File: config.mk
export PLATFORM = sky130hd
export DESIGN_NAME = code_converter
export DESIGN_NICKNAME = d
export VERILOG_FILES = /design/src/rtl/code_converter_pkg.sv /design/src/rtl/code_converter_core.sv /design/src/rtl/code_converter.sv
export SDC_FILE = /design/constraint.sdc
export NUM_CORES = 1
export LEC_CHECK = 0
export CORE_MARGIN = 2
export CORE_UTILIZATION = 24
export CTS_CLUSTER_DIAMETER = 80
export DETAILED_ROUTE_END_ITERATION = 10
export PLACE_DENSITY = 0.49
export SETUP_SLACK_MARGIN = 0.02
export SYNTH_ARGS = -nofsm -noshare
export SYNTH_HDL_FRONTEND = slang
export SYNTH_SLANG_ARGS = --single-unit
export TNS_END_PERCENT = 50
File: constraint.sdc
create_clock -name clk -period 4.4 [get_ports clk]
set_input_delay 0.66 -clock clk [delete_from_list [all_inputs] [get_ports clk]]
set_output_delay 0.66 -clock clk [all_outputs]
set_load 0.01 [all_outputs]
File: src/rtl/code_converter_pkg.sv
// Shared types and constants for the nibble code converter.
package code_converter_pkg;
  localparam logic [1:0] MODE_BCD2XS3  = 2'b00;
  localparam logic [1:0] MODE_XS32BCD  = 2'b01;
  localparam logic [1:0] MODE_BIN2GRAY = 2'b10;
  localparam logic [1:0] MODE_NINES    = 2'b11;

  typedef logic [3:0] nibble_t;

  localparam nibble_t ILLEGAL_RESULT = 4'b0000;

  typedef struct packed {
    nibble_t res;
    logic    err;
  } conv_rsp_t;
endpackage

File: src/rtl/code_converter_core.sv
// Combinational conversion table: nibble + mode -> result and illegal-code flag.
module code_converter_core
  import code_converter_pkg::*;
(
  input  nibble_t    nib,
  input  logic [1:0] mode,
  output conv_rsp_t  rsp
);
  // Illegal is the default; each mode clears err only inside its legal range.
  always_comb begin
    rsp = '{res: ILLEGAL_RESULT, err: 1'b1};
    case (mode)
      MODE_BCD2XS3: if (nib <= 4'd9) begin
        rsp.res = nib + 4'd3;
        rsp.err = 1'b0;
      end
      MODE_XS32BCD: if (nib >= 4'd3 && nib <= 4'd12) begin
        rsp.res = nib - 4'd3;
        rsp.err = 1'b0;
      end
      MODE_BIN2GRAY: begin
        rsp.res = nib ^ (nib >> 1);
        rsp.err = 1'b0;
      end
      MODE_NINES: if (nib <= 4'd9) begin
        rsp.res = 4'd9 - nib;
        rsp.err = 1'b0;
      end
      default: ;
    endcase
  end
endmodule

File: src/rtl/code_converter.sv
// Registered 4-bit code converter with loadable mode and same-cycle mode bypass.
module code_converter
  import code_converter_pkg::*;
#(
  parameter logic [1:0] RESET_MODE = MODE_BCD2XS3
) (
  input  logic       clk,
  input  logic       rst_n,
  input  logic       a,
  input  logic       b,
  input  logic       c,
  input  logic       d,
  input  logic       in_valid,
  input  logic [1:0] mode,
  input  logic       mode_load,
  output logic       x,
  output logic       y,
  output logic       z,
  output logic       w,
  output logic       out_valid,
  output logic       err
);
  localparam int STAGES = 1;

  logic [1:0]    mode_q;
  logic [1:0]    mode_eff;
  nibble_t       res_q;
  logic          err_q;
  logic [STAGES:0] vld_pipe;
  conv_rsp_t     rsp;

  // A mode written this cycle applies to the sample taken on the same edge.
  assign mode_eff    = mode_load ? mode : mode_q;
  assign vld_pipe[0] = in_valid;

  code_converter_core u_core (
    .nib  ({a, b, c, d}),
    .mode (mode_eff),
    .rsp  (rsp)
  );

  always_ff @(posedge clk or negedge rst_n) begin
    if (!rst_n) begin
      mode_q                 <= RESET_MODE;
      res_q                  <= ILLEGAL_RESULT;
      err_q                  <= 1'b0;
      vld_pipe[STAGES:1]     <= '0;
    end else begin
      if (mode_load) mode_q <= mode;
      vld_pipe[STAGES:1] <= vld_pipe[STAGES-1:0];
      if (in_valid) begin
        res_q <= rsp.res;
        err_q <= rsp.err;
      end
    end
  end

  assign {x, y, z, w} = res_q;
  assign err          = err_q;
  assign out_valid    = vld_pipe[STAGES];
endmodule

==> insert_results.sql, run 1 <==
INSERT INTO impl_metrics (metric_group, metric, value, unit) VALUES
('run_status', 'status', 'completed', ''),
('worst_hold_path', 'hold_class', 'reg2reg', ''),
('drt', 'avgRoutedWirePerCell', '12.8', 'microns'),
('worst_setup_path', 'crit_slowest_cell', 'sky130_fd_sc_hd__clkdlybuf4s50_1', ''),
('worst_setup_path', 'crit_buf_inv', '2', ''),
('logic_synthesis', 'synthesis.area', '708', 'sq um'),
('sta', 'timing_max_transition_violations_final', '0', ''),
('global_route', 'globalRoute.totalOverflow', '0', ''),
('worst_setup_path', 'worst-endpoint-required', '4.55', 'ns'),
('sta', 'worst_hold_slack', '0.486', 'ns'),
('place', 'post-dp-hpwl', '1230', 'microns'),
('sta', 'post-route-worst-setup-slack', '1.84', 'ns'),
('worst_setup_path', 'cpLargestDelayFamily', 'buffers and inverters', ''),
('sta', 'rsz0062_at_grt', 'false', ''),
('clocking', 'tritoncts_buffers', '3', ''),
('final_layout', 'nFillCells', '290', ''),
('worst_setup_path', 'regToRegStartpoint', 'mode_q[0]$_DFF_PN0_', ''),
('logic_synthesis', 'ys_seq_area_frac', '0.283', ''),
('final_layout', 'layout-area-overhead-vs-synth', '27.7', '%'),
('clocking', 'cts.repair_timing.setup_buffer_count', '0', ''),
('place', 'gp_congestion', '0.761', ''),
('clocking', 'cts_buffer_depth', '2', ''),
('floorplan', 'die_height', '58.3', 'microns'),
('flow_run', 'maxCapViolations', '0', ''),
('floorplan', 'floorplan.initialDensity', '0.255', ''),
('drt', 'drc_errors', '0', ''),
('sta', 'setup_tns_after_final_layout', '0', 'ns'),
('floorplan', 'die_x', '58.3', 'microns'),
('final_layout', 'num_antenna_cells', '0', ''),
('clocking', 'cts_root_buffer', 'sky130_fd_sc_hd__clkbuf_4', ''),
('clocking', 'cts.repair.resized', '0', ''),
('floorplan', 'fp.dieArea', '3400', 'sq um'),
('global_route', 'grtUsageTotal', '0.102', ''),
('power_and_ir_drop', 'ir_worst_vdd', '0.121', 'mV'),
('place', 'placed_cells_incl_taps', '118', ''),
('power_and_ir_drop', 'total_power', '0.231', 'mW'),
('floorplan', 'boundaryPins', '16', ''),
('drt', 'postRouteWirelength', '1550', 'microns'),
('drt', 'detail_route.iter0.violations', '10', ''),
('logic_synthesis', 'postSynthAreaPerCell', '9.57', 'sq um'),
('drt', 'number_of_vias_after_detailed_routing', '599', ''),
('global_route', 'global_route_wire_length_before_repair', '2730', 'microns'),
('drt', 'final_antenna_net_count', '0', ''),
('global_route', 'first_global_vias', '602', ''),
('logic_synthesis', 'synthDominantCellAreaShare', '0.283', ''),
('floorplan', 'placement_rows', '19', ''),
('logic_synthesis', 'total_nets_after_synthesis', '94', ''),
('final_layout', 'area_occupied_by_multi_input_gates', '467', 'sq um'),
('clocking', 'h-tree-depth', '1', ''),
('worst_hold_path', 'min_from', 'res_q[3]$_DFFE_PN0P_', ''),
('worst_setup_path', 'cp_data_arrival_time', '2.72', 'ns'),
('power_and_ir_drop', 'p_leak', '0.388', 'nW'),
('sta', 'hold_viol', '0', ''),
('sta', 'worst_case_clock_skew', '0.000893', 'ns'),
('sta', 'timing.slew.headroom', '0.698', ''),
('place', 'placedInstanceArea', '882', 'sq um'),
('final_layout', 'util_after_layout', '0.325', ''),
('worst_setup_path', 'crit_path_end_kind', 'flip-flop', ''),
('clocking', 'post_cts_hold_buffer_count', '0', ''),
('worst_setup_path', 'worstSetupStartpoint', 'b', ''),
('drt', 'vias_per_instance', '4.95', ''),
('worst_setup_path', 'cp_cell_sequence', 'clkdlybuf4s50_1 -> inv_1 -> ha_1 -> a21o_2 -> nand3b_1 -> mux4_2 -> o31ai_1', ''),
('logic_synthesis', 'synth_cell_types', '35', ''),
('sta', 'worst-slew-pin-transition', '0.445', 'ns'),
('logic_synthesis', 'post-synth-top-area-cell', 'sky130_fd_sc_hd__dfrtp_1', ''),
('logic_synthesis', 'yosys_warnings', '0', ''),
('logic_synthesis', 'post_synth_inst_count', '74', ''),
('place', 'port-buffer-count', '15', ''),
('final_layout', 'post_layout_nonfiller_instances', '121', ''),
('worst_setup_path', 'maximum_cell_stage_delay_along_the_critical_path', '0.66', 'ns'),
('global_route', 'number_of_antenna_violations_at_the_first_check_in_global_routing', '0', '');
## cell usage after synthesis
library cell and number:
sky130_fd_sc_hd__a21oi_1 2, sky130_fd_sc_hd__a31o_1 2, sky130_fd_sc_hd__xnor2_1 2, sky130_fd_sc_hd__nand2_2 1, sky130_fd_sc_hd__o21ai_0 2, sky130_fd_sc_hd__dfrtp_1 8
sky130_fd_sc_hd__nor2_1 5, sky130_fd_sc_hd__clkbuf_1 1, sky130_fd_sc_hd__and3_1 1, sky130_fd_sc_hd__ha_1 10, sky130_fd_sc_hd__o2111ai_1 1, sky130_fd_sc_hd__inv_1 5
sky130_fd_sc_hd__and2_1 2, sky130_fd_sc_hd__nand4_1 1, sky130_fd_sc_hd__o31ai_1 2, sky130_fd_sc_hd__o32a_1 1, sky130_fd_sc_hd__a221oi_1 1, sky130_fd_sc_hd__mux2i_2 2
sky130_fd_sc_hd__o211ai_1 1, sky130_fd_sc_hd__nand2_1 1, sky130_fd_sc_hd__a31oi_1 1, sky130_fd_sc_hd__a41oi_1 1, sky130_fd_sc_hd__inv_2 2, sky130_fd_sc_hd__mux4_2 1
sky130_fd_sc_hd__a311oi_1 1, sky130_fd_sc_hd__nand3_1 4, sky130_fd_sc_hd__nand3b_1 1, sky130_fd_sc_hd__buf_6 1, sky130_fd_sc_hd__a21o_1 1, sky130_fd_sc_hd__nand2b_1 3
sky130_fd_sc_hd__a32oi_1 1, sky130_fd_sc_hd__a21o_2 2, sky130_fd_sc_hd__nor3_1 1, sky130_fd_sc_hd__xor2_1 1, sky130_fd_sc_hd__a211oi_1 2
## flip-flops by register name, summed over array words and instances, names as in the netlist
name and flops:
res_q 4, mode_q 2, err 1, out_valid 1
## layout by cell type (no fill, tap or decap)
cell type                         instances
sky130_fd_sc_hd__nand2_2                  1
sky130_fd_sc_hd__a311oi_1                 1
sky130_fd_sc_hd__nor2_1                   5
sky130_fd_sc_hd__dfrtp_1                  8
sky130_fd_sc_hd__nand3_1                  4
sky130_fd_sc_hd__o32a_1                   1
sky130_fd_sc_hd__a211oi_1                 2
sky130_fd_sc_hd__xor2_1                   1
sky130_fd_sc_hd__inv_2                    2
sky130_fd_sc_hd__and2_1                   2
sky130_fd_sc_hd__o2111ai_1                1
sky130_fd_sc_hd__mux2i_2                  2
sky130_fd_sc_hd__o21ai_0                  2
sky130_fd_sc_hd__nand2b_1                 3
sky130_fd_sc_hd__xnor2_1                  2
sky130_fd_sc_hd__a31o_1                   2
sky130_fd_sc_hd__a31oi_1                  1
sky130_fd_sc_hd__a21o_1                   1
sky130_fd_sc_hd__a21oi_1                  2
sky130_fd_sc_hd__o211ai_1                 1
sky130_fd_sc_hd__a32oi_1                  1
sky130_fd_sc_hd__mux4_2                   1
sky130_fd_sc_hd__inv_1                    5
sky130_fd_sc_hd__nor3_1                   1
sky130_fd_sc_hd__a221oi_1                 1
sky130_fd_sc_hd__nand4_1                  1
sky130_fd_sc_hd__clkdlybuf4s50_1         15
sky130_fd_sc_hd__clkbuf_4                 3
sky130_fd_sc_hd__a41oi_1                  1
sky130_fd_sc_hd__and3_1                   1
sky130_fd_sc_hd__a21o_2                   2
sky130_fd_sc_hd__nand3b_1                 1
sky130_fd_sc_hd__ha_1                    10
sky130_fd_sc_hd__o31ai_1                  2
sky130_fd_sc_hd__nand2_1                  1
## cell families (layout without fill, tap and decap cells)
family / count (synthesis) / after routing / synth area share
compound gates: 21 / 21 / 0.226
simple gates: 20 / 20 / 0.148
fa+ha+maj: 10 / 10 / 0.177
buf+inv: 9 / 25 / 0.0583
flops: 8 / 8 / 0.283
xor+xnor: 3 / 3 / 0.0371
mux: 3 / 3 / 0.0707
## area by class of cell
class                   count  share of cell area
clock buffers               3              0.0249
inverters                   7              0.0290
flip-flops and latches      8               0.221
well taps                  31              0.0429
multi-input cells          57               0.516
repair buffers             15               0.166
## path summary, 6_finish.rpt
| kind | endpoint | slack, ns | cells past startpoint |
|---|---|---|---|
| worst max-delay path | res_q[3]$_DFFE_PN0P_ | 1.84 | 7 |
| min in group asynchronous | mode_q[0]$_DFF_PN0_ | 0.69 | 1 |
| worst max register to register | res_q[3]$_DFFE_PN0P_ | 2.80 | 3 |
| worst min register to register | res_q[3]$_DFFE_PN0P_ | 0.49 | 2 |
| max in group asynchronous | res_q[2]$_DFFE_PN0P_ | 3.44 | 1 |
| worst min-delay path | res_q[3]$_DFFE_PN0P_ | 0.49 | 2 |
## metal layers
layer,share of wire,GRT usage,wire [microns]
met3,0.028,0.00879,43
met2,0.48,0.169,753
met5,0,0,0
met4,0,0.0498,0
met1,0.49,0.134,757
## worst min-delay path: stages, from the launching register on
cell,delay [ns]
sky130_fd_sc_hd__dfrtp_1,0.34
sky130_fd_sc_hd__a32oi_1,0.05
sky130_fd_sc_hd__o31ai_1,0.06
## where the power goes
group / internal (mW) / switching (mW)
sequential: 0.0833 / 0.00473
combinational: 0.0442 / 0.0433
clock: 0.0312 / 0.0245
total: 0.159 / 0.0725
Power figures use the tool's default switching activity.
==> run 2, diff against run 1 <==
--- a/config.mk
+++ b/config.mk
@@ -9,7 +9,7 @@
 export CORE_UTILIZATION = 24
 export CTS_CLUSTER_DIAMETER = 80
 export DETAILED_ROUTE_END_ITERATION = 10
-export PLACE_DENSITY = 0.49
+export PLACE_DENSITY = 0.51
 export SETUP_SLACK_MARGIN = 0.02
 export SYNTH_ARGS = -nofsm -noshare
 export SYNTH_HDL_FRONTEND = slang
==> constraint.sdc (replaced) <==
create_clock -name clk -period 2.35 [get_ports clk]
set_input_delay 0.3525 -clock clk [delete_from_list [all_inputs] [get_ports clk]]
set_output_delay 0.3525 -clock clk [all_outputs]
set_load 0.01 [all_outputs]
==> run 2 against run 1 <==
Die area unchanged. Final area up 5.8%. Global-route usage down 0.42 points. Routed wire length down 2.2%. Critical endpoint unchanged. Largest cell class unchanged. Highest routed layer unchanged.
==> insert_results.sql, run 2 (synthesized netlist as in run 1, its figures left out) <==
INSERT INTO impl_metrics (metric_group, metric, value, unit) VALUES
('run_status', 'status', 'completed', ''),
('sta', 'post-route-min-period', '2.09', 'ns'),
('drt', 'postRouteWirelength', '1520', 'microns'),
('drt', 'avgRoutedWirePerCell', '11.9', 'microns'),
('sta', 'timing_max_transition_violations_final', '0', ''),
('clocking', 'post_cts_hold_buffer_count', '0', ''),
('sta', 'worst-slew-pin-transition', '0.324', 'ns'),
('clocking', 'cts_root_buffer', 'sky130_fd_sc_hd__clkbuf_4', ''),
('worst_setup_path', 'critical_path.startpoint_type', 'input port', ''),
('floorplan', 'floorplan.initialDensity', '0.255', ''),
('worst_hold_path', 'hold_class', 'in2async', ''),
('clocking', 'cts_tree', 'done', ''),
('drt', 'dr.pass1.iters', '4', ''),
('final_layout', 'nFillCells', '295', ''),
('worst_setup_path', 'r2r.worst_path.cells', '3', ''),
('clocking', 'insertion_delay', '0.25', 'ns'),
('clocking', 'cts_buffer_depth', '2', ''),
('clocking', 'cts.repair.resized', '0', ''),
('drt', 'met1_length', '736', 'microns'),
('drt', 'vias_per_instance', '4.73', ''),
('drt', 'detail_route.iter0.violations', '15', ''),
('drt', 'met2RoutedLength', '719', 'microns'),
('floorplan', 'die_x', '58.3', 'microns'),
('drt', 'number_of_vias_after_detailed_routing', '606', ''),
('worst_setup_path', 'crit_slowest_cell', 'sky130_fd_sc_hd__clkdlybuf4s50_1', ''),
('sta', 'hold_viol', '0', ''),
('sta', 'period_share', '0.888', ''),
('drt', 'final_antenna_net_count', '0', ''),
('worst_setup_path', 'regToRegSetupSlack', '0.86', 'ns'),
('worst_setup_path', 'worst-endpoint-required', '2.51', 'ns'),
('clocking', 'tritoncts_num_sinks', '8', ''),
('final_layout', 'num_antenna_cells', '0', ''),
('clocking', 'cts.repair_timing.setup_buffer_count', '0', ''),
('global_route', 'global_route_wire_length_before_repair', '2580', 'microns'),
('floorplan', 'die_height', '58.3', 'microns'),
('sta', 'finalSetupViolCount', '0', ''),
('power_and_ir_drop', 'p_leak', '0.421', 'nW'),
('place', 'gp_congestion', '0.780', ''),
('power_and_ir_drop', 'power_density', '462', 'nW/um^2'),
('final_layout', 'most_flops_register', 'res_q', ''),
('worst_setup_path', 'criticalPathCategory', 'in2reg', ''),
('sta', 'rsz0062_at_grt', 'false', ''),
('power_and_ir_drop', 'ir_worst_vdd', '0.257', 'mV'),
('sta', 'worst_case_clock_skew', '0.00383', 'ns'),
('floorplan', 'fp.dieArea', '3400', 'sq um'),
('final_layout', 'most-common-layout-cells', '15 x sky130_fd_sc_hd__clkdlybuf4s50_1, 10 x sky130_fd_sc_hd__ha_1, 8 x sky130_fd_sc_hd__dfrtp_1', ''),
('worst_setup_path', 'crit_path_end_kind', 'flip-flop', ''),
('final_layout', 'post_route_cells_drive_above_1_share', '0.186', ''),
('floorplan', 'boundaryPins', '16', ''),
('clocking', 'clkTransAtPathRegs', '0.06', 'ns'),
('final_layout', 'finish.net_count', '119', ''),
('place', 'port-buffer-count', '15', ''),
('worst_setup_path', 'regToRegStartpoint', 'mode_q[0]$_DFF_PN0_', ''),
('flow_run', 'maxCapViolations', '0', ''),
('worst_setup_path', 'regToRegEndpoint', 'res_q[3]$_DFFE_PN0P_', ''),
('worst_setup_path', 'cp_data_arrival_time', '2.24', 'ns'),
('floorplan', 'floorplan.core_area', '2780', 'sq um'),
('final_layout', 'largest_register_ffs', '4', ''),
('final_layout', 'util_after_layout', '0.344', ''),
('floorplan', 'placement_rows', '19', ''),
('drt', 'wl_met3', '64', 'microns'),
('clocking', 'h-tree-depth', '1', ''),
('final_layout', 'layout-area-overhead-vs-synth', '35.2', '%'),
('place', 'post-dp-hpwl', '1250', 'microns'),
('drt', 'max_used_layer', 'met3', ''),
('sta', 'timing.slew.headroom', '0.779', ''),
('clocking', 'tritoncts_buffers', '3', ''),
('worst_setup_path', 'maximum_cell_stage_delay_along_the_critical_path', '0.56', 'ns'),
('final_layout', 'most_common_cell_after_layout_fill_and_taps_aside', 'sky130_fd_sc_hd__clkdlybuf4s50_1', ''),
('drt', 'drc_errors', '0', ''),
('final_layout', 'largestRegisters', 'res_q (4), mode_q (2)', ''),
('global_route', 'number_of_antenna_violations_at_the_first_check_in_global_routing', '0', ''),
('global_route', 'globalRoute.totalOverflow', '0', ''),
('global_route', 'first_global_vias', '583', ''),
('sta', 'clock.fmax', '479', 'MHz'),
('global_route', 'grt_start_max_net_pins', '13', ''),
('global_route', 'grtUsageTotal', '0.0980', ''),
('sta', 'setup_tns_after_final_layout', '0', 'ns'),
('worst_setup_path', 'cp_cell_sequence', 'clkdlybuf4s50_1 -> inv_1 -> ha_1 -> a21o_2 -> nand3b_1 -> mux4_2 -> o31ai_1', ''),
('worst_setup_path', 'path_max_fanout', '5', '');
run 2: worst max-delay path: cells and delay by family:
kind,cells,cell delay [ns]
fa+ha+maj,1,0.21
buf+inv,2,0.68
compound gates,2,0.39
mux,1,0.46
simple gates,1,0.15
run 2: final cells by class:
cell class	count	area, sq um	share of cell area
multi-input combinational	57	467	0.488
inverter	7	26.3	0.0275
sequential	8	200	0.209
tap	31	38.8	0.0405
timing repair buffer	22	203	0.212
clock buffer	3	22.5	0.0235
run 2: power by group:
part | leakage (nW) | internal, mW | total [mW] | switching (mW)
registers | 0.0953 | 0.156 | 0.165 | 0.00912
clock network | 0.0138 | 0.0584 | 0.104 | 0.0458
logic | 0.312 | 0.0921 | 0.173 | 0.0810
total | 0.421 | 0.306 | 0.442 | 0.136
run 2: worst max path at each step:
stage                     start                    to  slack, ns  cells after the start
after floorplan               a  res_q[3]$_DFFE_PN0P_       0.61                      7
after global placement        b  res_q[3]$_DFFE_PN0P_       0.06                      7
after detailed placement      b  res_q[3]$_DFFE_PN0P_      0.005                      7
after CTS                     b  res_q[3]$_DFFE_PN0P_       0.25                      7
after global routing          b  res_q[3]$_DFFE_PN0P_       0.13                      7
final                         b  res_q[3]$_DFFE_PN0P_       0.26                      7
run 2: layer usage:
metal / GRT usage / vias up
met5: 0 / -
met4: 0.0299 / 0
met3: 0.0132 / 0
met2: 0.162 / 11
met1: 0.133 / 276
li1: - / 319
run 2: stage by stage:
| stage | area [sq um] | worst slack, ns | power, mW | hold WS, ns | instances |
|---|---|---|---|---|---|
| after floorplan | 708 | 0.611 | 0.261 | 0.0569 | 74 |
| after global placement | 935 | 0.0563 | 0.342 | 0.474 | 125 |
| after detailed placement | 935 | 0.00512 | 0.342 | 0.472 | 125 |
| after CTS | 957 | 0.247 | 0.448 | 0.386 | 128 |
| after global routing | 957 | 0.131 | 0.474 | 0.411 | 128 |
| final | 957 | 0.264 | 0.442 | 0.370 | 128 |
==> run 3, diff against run 2 <==
--- a/config.mk
+++ b/config.mk
@@ -5,11 +5,13 @@
 export SDC_FILE = /design/constraint.sdc
 export NUM_CORES = 1
 export LEC_CHECK = 0
+export CAP_MARGIN = 0
 export CORE_MARGIN = 2
 export CORE_UTILIZATION = 24
 export CTS_CLUSTER_DIAMETER = 80
 export DETAILED_ROUTE_END_ITERATION = 10
 export PLACE_DENSITY = 0.51
+export REMOVE_ABC_BUFFERS = 1
 export SETUP_SLACK_MARGIN = 0.02
 export SYNTH_ARGS = -nofsm -noshare
 export SYNTH_HDL_FRONTEND = slang
==> run 3 against run 2 <==
Critical path type unchanged. Die area stayed put. Clock power is 4% lower. Largest power group unchanged. Count of clock-buffer cells in the layout unchanged. Final area increased by 0.78%. Critical path depth is the same. Global-route usage rose by 0.71 points. Routed wire length grew 2.4%.
==> insert_results.sql, run 3 (synthesized netlist as in run 1, its figures left out) <==
INSERT INTO impl_metrics (metric_group, metric, value, unit) VALUES
('run_status', 'status', 'completed', ''),
('floorplan', 'die_x', '58.3', 'microns'),
('global_route', 'first_global_vias', '635', ''),
('power_and_ir_drop', 'power.share.sequential', '0.376', ''),
('worst_hold_path', 'hold_class', 'in2async', ''),
('sta', 'worst_hold_slack', '0.382', 'ns'),
('sta', 'rsz0062_at_grt', 'false', ''),
('sta', 'post-route-min-period', '2.07', 'ns'),
('global_route', 'globalRoute.totalOverflow', '0', ''),
('sta', 'finalSetupViolCount', '0', ''),
('floorplan', 'die_height', '58.3', 'microns'),
('clocking', 'cts.repair.resized', '0', ''),
('drt', 'postRouteWirelength', '1560', 'microns'),
('power_and_ir_drop', 'ir_worst_vdd', '0.247', 'mV'),
('floorplan', 'placement_rows', '19', ''),
('drt', 'avgRoutedWirePerCell', '12.1', 'microns'),
('sta', 'hold_viol', '0', ''),
('sta', 'timing.slew.headroom', '0.766', ''),
('drt', 'final_antenna_net_count', '0', ''),
('power_and_ir_drop', 'switching_share', '0.301', ''),
('worst_setup_path', 'crit_path_end_kind', 'flip-flop', ''),
('place', 'gp_congestion', '0.814', ''),
('clocking', 'cts_root_buffer', 'sky130_fd_sc_hd__clkbuf_4', ''),
('floorplan', 'floorplan.core_area', '2780', 'sq um'),
('sta', 'period_share', '0.880', ''),
('worst_setup_path', 'cp_cell_sequence', 'clkdlybuf4s50_1 -> inv_1 -> ha_1 -> a21o_2 -> nand3b_1 -> mux4_2 -> o31ai_1', ''),
('sta', 'timing_max_transition_violations_final', '0', ''),
('global_route', 'number_of_antenna_violations_at_the_first_check_in_global_routing', '0', ''),
('final_layout', 'largest_register_ffs', '4', ''),
('final_layout', 'most-common-layout-cells', '15 x sky130_fd_sc_hd__clkdlybuf4s50_1, 10 x sky130_fd_sc_hd__ha_1, 8 x sky130_fd_sc_hd__dfrtp_1, 8 x sky130_fd_sc_hd__buf_4', ''),
('final_layout', 'layout-area-overhead-vs-synth', '36.2', '%'),
('drt', 'vias_per_instance', '4.95', ''),
('drt', 'dr.pass1.iters', '4', ''),
('floorplan', 'floorplan.initialDensity', '0.255', ''),
('clocking', 'cts_tree', 'done', ''),
('sta', 'worst_case_clock_skew', '0.00371', 'ns'),
('global_route', 'global_route_wire_length_before_repair', '2810', 'microns'),
('final_layout', 'finish.net_count', '120', ''),
('clocking', 'h-tree-depth', '1', ''),
('power_and_ir_drop', 'p_leak', '0.426', 'nW'),
('place', 'port-buffer-count', '15', ''),
('power_and_ir_drop', 'cell_internal_pwr', '0.308', 'mW'),
('final_layout', 'most_common_cell_after_layout_fill_and_taps_aside', 'sky130_fd_sc_hd__clkdlybuf4s50_1', ''),
('power_and_ir_drop', 'share_clk_of_total_power', '0.226', ''),
('place', 'dpl_worst_slack', '0.00759', 'ns'),
('final_layout', 'most_flops_register', 'res_q', ''),
('clocking', 'tritoncts_buffers', '3', ''),
('worst_setup_path', 'criticalPathCategory', 'in2reg', ''),
('drt', 'drc_errors', '0', ''),
('final_layout', 'post_route_cells_drive_above_1_share', '0.194', ''),
('clocking', 'clkTransAtPathRegs', '0.05', 'ns'),
('sta', 'clock.fmax', '484', 'MHz'),
('clocking', 'cts.repair_timing.setup_buffer_count', '0', ''),
('final_layout', 'largestRegisters', 'res_q (4), mode_q (2)', ''),
('place', 'post-dp-hpwl', '1300', 'microns'),
('global_route', 'grtUsageTotal', '0.105', ''),
('power_and_ir_drop', 'p_sw', '0.133', 'mW'),
('floorplan', 'fp.dieArea', '3400', 'sq um'),
('clocking', 'tritoncts_num_sinks', '8', ''),
('global_route', 'grt_start_max_net_pins', '13', ''),
('power_and_ir_drop', 'power_density', '457', 'nW/um^2'),
('power_and_ir_drop', 'comb_power_share', '0.399', ''),
('clocking', 'insertion_delay', '0.25', 'ns'),
('worst_setup_path', 'cp_data_arrival_time', '2.22', 'ns'),
('worst_setup_path', 'worst-endpoint-required', '2.50', 'ns'),
('worst_setup_path', 'critical_path.startpoint_type', 'input port', ''),
('worst_setup_path', 'cpLargestDelayFamily', 'buffers and inverters', ''),
('worst_setup_path', 'crit_slowest_cell', 'sky130_fd_sc_hd__clkdlybuf4s50_1', ''),
('sta', 'worst-slew-pin-transition', '0.344', 'ns'),
('worst_setup_path', 'maximum_cell_stage_delay_along_the_critical_path', '0.55', 'ns'),
('worst_setup_path', 'crit_buf_inv', '2', ''),
('clocking', 'post_cts_hold_buffer_count', '0', ''),
('final_layout', 'num_antenna_cells', '0', ''),
('drt', 'detail_route.iter0.violations', '13', ''),
('sta', 'setup_tns_after_final_layout', '0', 'ns'),
('clocking', 'cts_buffer_depth', '2', ''),
('floorplan', 'boundaryPins', '16', ''),
('flow_run', 'maxCapViolations', '0', ''),
('sta', 'post-route-worst-setup-slack', '0.283', 'ns'),
('drt', 'number_of_vias_after_detailed_routing', '638', ''),
('worst_setup_path', 'path_max_fanout', '5', '');
==> run 3: cell count changes in the layout (fill, tap and decap cells not counted) <==
cell | before | now
sky130_fd_sc_hd__buf_4 | 7 | 8
==> run 3: metal layers <==
layer | GRT usage | part of all wire
met1 | 0.146 | 0.49
met2 | 0.162 | 0.48
met3 | 0.0198 | 0.036
met4 | 0.0399 | 0
met5 | 0 | 0
==> run 3: worst paths after layout <==
path | start | endpoint | slack, ns | depth (start not counted)
worst max-delay path | b | res_q[3]$_DFFE_PN0P_ | 0.28 | 7
worst min-delay path | rst_n | out_valid$_DFF_PN0_ | 0.38 | 1
worst max register to register | mode_q[0]$_DFF_PN0_ | res_q[3]$_DFFE_PN0P_ | 0.84 | 3
worst min register to register | res_q[1]$_DFFE_PN0P_ | res_q[1]$_DFFE_PN0P_ | 0.51 | 2
max in group asynchronous | rst_n | res_q[1]$_DFFE_PN0P_ | 1.71 | 1
min in group clk | res_q[1]$_DFFE_PN0P_ | res_q[1]$_DFFE_PN0P_ | 0.51 | 2
==> run 3: area by class of cell <==
class                           count  area, sq um
Tap cell                           31         38.8
Timing Repair Buffer               23          210
Sequential cell                     8          200
Multi-Input combinational cell     57          467
Fill cell                         293         1820
Inverter                            7         26.3
Clock buffer                        3         22.5
==> run 3: per-stage QoR <==
step / utilization / area (sq um) / total power [mW] / cells
after detailed placement: 0.339 / 942 / 0.344 / 126
final: 0.347 / 965 / 0.441 / 129
after floorplan: - / 693 / 0.256 / 72
after global routing: 0.347 / 965 / 0.478 / 129
after CTS: 0.347 / 965 / 0.449 / 129
after global placement: 0.339 / 942 / 0.344 / 126
==> run 3: power by group through the flow <==
stage | Combinational (mW) | Clock, mW | Sequential (mW)
finish | 0.176 | 0.0994 | 0.166
global route | 0.194 | 0.117 | 0.167
CTS | 0.177 | 0.106 | 0.166
detailed placement | 0.176 | 0 | 0.168
global placement | 0.177 | 0 | 0.167
floorplan | 0.0817 | 0 | 0.174
